<file path="src/rtl/hex_scan_ctrl.sv">
// hex_scan_ctrl: multiplexed seven-segment scan with frame-aligned value commit and leading-zero blanking
module hex_display (
   input  logic [3:0] hex,
   output logic [6:0] seg
);
   always_comb
      case (hex)
         4'h0: seg = 7'h3F;
         4'h1: seg = 7'h06;
         4'h2: seg = 7'h5B;
         4'h3: seg = 7'h4F;
         4'h4: seg = 7'h66;
         4'h5: seg = 7'h6D;
         4'h6: seg = 7'h7D;
         4'h7: seg = 7'h07;
         4'h8: seg = 7'h7F;
         4'h9: seg = 7'h6F;
         4'hA: seg = 7'h77;
         4'hB: seg = 7'h7C;
         4'hC: seg = 7'h39;
         4'hD: seg = 7'h5E;
         4'hE: seg = 7'h79;
         default: seg = 7'h71;
      endcase
endmodule

module hex_scan_ctrl #(
   parameter int NDIGITS = 4,
   parameter int REFRESH_DIV = 50000,
   parameter int DEAD = 64
) (
   input  logic                   clk,
   input  logic                   rst_n,
   input  logic                   load,
   input  logic [4*NDIGITS-1:0]   value,
   input  logic                   lzb,
   output logic                   ack,
   output logic [NDIGITS-1:0]     an_n,
   output logic [6:0]             seg
);
   localparam int CW = $clog2(REFRESH_DIV);
   localparam int DW = NDIGITS > 1 ? $clog2(NDIGITS) : 1;
   logic [CW-1:0] cnt, cnt_n;
   logic [DW-1:0] dig, dig_n;
   logic [4*NDIGITS-1:0] disp, disp_n, pend_val;
   logic [NDIGITS-1:0] hz, an_nx;
   logic [3:0] nib;
   logic pend, wrap, bnd, blank, z;
   always_comb begin
      wrap = cnt == CW'(REFRESH_DIV - 1);
      bnd = wrap && dig == DW'(NDIGITS - 1);
      cnt_n = wrap ? '0 : cnt + 1'b1;
      dig_n = !wrap ? dig : bnd ? '0 : dig + 1'b1;
      disp_n = bnd && pend ? pend_val : disp;
      z = 1'b1;
      hz = '0;
      // hz[k]: every nibble at index >= k of the value about to be shown is zero
      for (int k = NDIGITS - 1; k >= 0; k--) begin
         z = z && disp_n[4*k +: 4] == 4'd0;
         hz[k] = z;
      end
      blank = lzb && dig_n != '0 && hz[dig_n];
      an_nx = int'(cnt_n) < DEAD || blank ? '1 : ~(NDIGITS'(1) << dig_n);
   end
   always_ff @(posedge clk or negedge rst_n)
      if (!rst_n) begin
         cnt <= '0;
         dig <= '0;
         disp <= '0;
         pend_val <= '0;
         pend <= 1'b0;
         ack <= 1'b0;
         an_n <= '1;
      end else begin
         cnt <= cnt_n;
         dig <= dig_n;
         disp <= disp_n;
         pend_val <= load ? value : pend_val;
         pend <= load || (pend && !bnd);
         ack <= bnd && pend;
         an_n <= an_nx;
      end
   assign nib = disp[4*dig +: 4];
   hex_display u_dec (.hex(nib), .seg(seg));
endmodule

</file>
<file path="config.mk">
export PLATFORM = sky130hd
export DESIGN_NAME = hex_scan_ctrl
export DESIGN_NICKNAME = d
export VERILOG_FILES = /design/src/rtl/hex_scan_ctrl.sv
export SDC_FILE = /design/constraint.sdc
export NUM_CORES = 1
export LEC_CHECK = 0
export ABC_AREA = 1
export CORE_ASPECT_RATIO = 1.2
export CORE_MARGIN = 1.5
export CORE_UTILIZATION = 55
export DETAILED_ROUTE_END_ITERATION = 12
export PLACE_DENSITY = 0.78
export SYNTH_ARGS = -nofsm -noshare
export SYNTH_HDL_FRONTEND = slang
export SYNTH_SLANG_ARGS = --single-unit
</file>
<file path="constraint.sdc">
create_clock -name clk -period 3 [get_ports clk]
set_input_delay 0.45 -clock clk [delete_from_list [all_inputs] [get_ports clk]]
set_output_delay 0.45 -clock clk [all_outputs]
set_load 0.005 [all_outputs]
</file>
==> out/qor.txt <==
vias per inst = 5.16
library cells used by synthesis = 30
Max-Slew Margin vs Limit = 52.2%
Sequential Area = 1410 sq um
Die Wd = 70.5 microns
RSZ-0062 raised after global routing = false
Initial Util = 57.1%
placed cell count = 481
max-slew violations = 0
Reg clk slew, reported paths = 110 ps
Worst-Margin Slew = 714 ps
Residual DRC = 0
row cnt = 29
period utilisation layout = 94.5%
DP HPWL = 4610 microns
clock skew = 20.3 ps
Lkg Pwr = 1.85 nW
CTS sink cnt = 56
Arrival @ worst endpoint = 2380 ps
status = completed
Setup Crit Path Kind = reg2out
drt pass-1 iters = 4
GRT Util Overall = 22.1%
Total Nets Final = 457
Core Area = 5260 sq um
Critical Path End Type = output port
slowest stage cell, crit path = clkdlybuf4s50_1
Seq/Total Area, Yosys = 46.8%
initial antenna violation count = 0
Multi-input gate area = 1310 sq um
Tot Pwr = 1.28 mW
most common cell after layout, fill and taps aside = nand2_1
largest net degree at the start of global routing = 28
Critical path buffers and inverters = 3
r2r setup slk = 650 ps
via count = 2532
Clk Latency, worst-skew pair = 320 ps
final setup fails = 0
CP required = 2550 ps
CTS tree = done
full die area = 5920 sq um
Iter 0 DRT Violations = 111
Max FO, Critical Path = 8
Seq cells post-synth = 56
syn_nets = 420
final setup margin = 166 ps
worst-case clock buffer depth = 2
Post-Place Worst Slack = 266 ps
worst hold slack = 27.5 ps
yosys warns = 0
synthesized area = 3010 sq um
reg-to-reg endpoint = an_n[0]
CP max stage delay = 520 ps
min Tclk post-route = 2830 ps
layout cell share with drive strength beyond 1 = 11.7%
die span in y = 84.0 microns
Reg2Reg Depth = 11
CP Cell Sequence = inv_4, nand2_1, a32oi_2, inv_1, ha_1, nand2_1, nand2_1, a21oi_1, a31oi_1, clkdlybuf4s50_1
Routed Antenna Nets = 0
Placer Congestion = 0.905
commonest non-fill, non-tap cells in the layout = nand2_1 (120), inv_1 (57), dfrtp_1 (50)
Ports = 32
I/O Buffers = 31
Final TNS setup = 0 ps
Root Buffer = clkbuf_8
first-pass GRT wire length = 10500 microns
Top Family by Delay on Critical Path = buffers and inverters
Util after Layout = 66.7%
CTS Buf Count = 5
post-route cell area = 3510 sq um
H-tree levels = 2
placed cell area = 3380 sq um
peak supply drop = 0.302 mV
Pwr Density = 364 nW/um^2
cts hold-fix bufs = 0
FF-to-FF Start = dig[0]
Gate Count Post-Synth = 391
Final Hold Vio Count = 0
# diodes = 0
f_max = 353 MHz
HP Class = in2async
Post-Route WL = 5930 microns
maxcap violations = 0
startpoint types = flip-flop
fill cell count = 461
syn avg cell area = 7.69 sq um
total grt overflow = 0
wire per inst = 12.1 microns
vias in the first global route = 2437
Non-Filler Instances = 491
P&R area growth vs syn = 16.8%
most used cell, CP = nand2_1
-- cells by family after synthesis --
| kind of cell | count (synthesis) | share of synthesized area (%) |
|---|---|---|
| AO/OA/AOI/OAI | 41 | 7.87 |
| XOR/XNOR | 5 | 1.46 |
| adder cells (fa/ha/maj) | 9 | 3.75 |
| buffers and inverters | 75 | 9.99 |
| flip-flops | 56 | 46.8 |
| AND/OR/NAND/NOR | 205 | 30.1 |
-- timing repair --
action / in CTS / in global routing
resized for setup: 2 / 7
endpoints found under the setup margin: 2 / 5
endpoints found under the hold margin: 0 / 0
buffers inserted: 0 / 2
-- per-layer routing --
metal | vias to the layer above | track usage (%) | wire (microns)
met3 | 14 | 3.50 | 176
met4 | 0 | 11.0 | 173
met5 | - | 0 | 0
met2 | 58 | 37.5 | 2980
li1 | 1295 | - | -
met1 | 1165 | 27.1 | 2600
-- area by class of cell --
cell class / count / share of cell area, %
repair buffers: 39 / 10.3
clock buffers: 5 / 1.96
clock inverters: 3 / 0.713
inverters: 66 / 7.20
multi-input cells: 260 / 37.4
well taps: 62 / 2.21
flip-flops and latches: 56 / 40.1
-- synthesized netlist by cell type --
library cell	number	area (sq um)
nor3_4	1	16.3
nor4_1	1	6.26
ha_1	9	113
nand4_1	11	68.8
a21oi_1	6	30.0
nand2_2	6	37.5
xor2_1	5	43.8
clkbuf_1	4	15.0
o211ai_1	4	30.0
dfstp_2	4	105
clkinv_1	1	3.75
nor3_1	3	15.0
inv_2	5	18.8
nor2_2	2	12.5
o21ai_0	24	120
a32oi_1	3	26.3
nand4_2	1	12.5
buf_2	3	15.0
o21ai_2	2	17.5
inv_1	60	225
buf_6	2	22.5
nor2_4	2	22.5
nand2_1	120	450
nor2_1	34	128
nand3_4	1	17.5
a31oi_1	2	12.5
or3_1	1	6.26
nand3_1	20	100
or2_2	2	12.5
dfrtp_1	52	1300
-- worst max-delay path by stage --
stage	from	endpoint	slack, ps	depth (start not counted)
4_1_cts	dig[0]	seg[3]	30	10
2_1_floorplan	dig[0]	seg[3]	730	10
3_5_place_dp	dig[0]	seg[3]	270	10
6_report	dig[0]	seg[3]	170	10
5_1_grt	dig[0]	seg[0]	30	9
3_3_place_gp	dig[0]	seg[3]	370	10
-- sequential cells by signal (all words and copies together) (netlist names) --
| signal | cells |
|---|---|
| pend | 1 |
| dig | 2 |
| an_n | 4 |
| disp | 16 |
| ack | 1 |
| cnt | 16 |
| pend_val | 16 |
-- power by group --
group	internal, mW	switching [mW]
registers	0.774	0.00728
clock network	0.171	0.258
logic	0.0316	0.0366
Note: power is estimated with default switching activity, not from simulation.
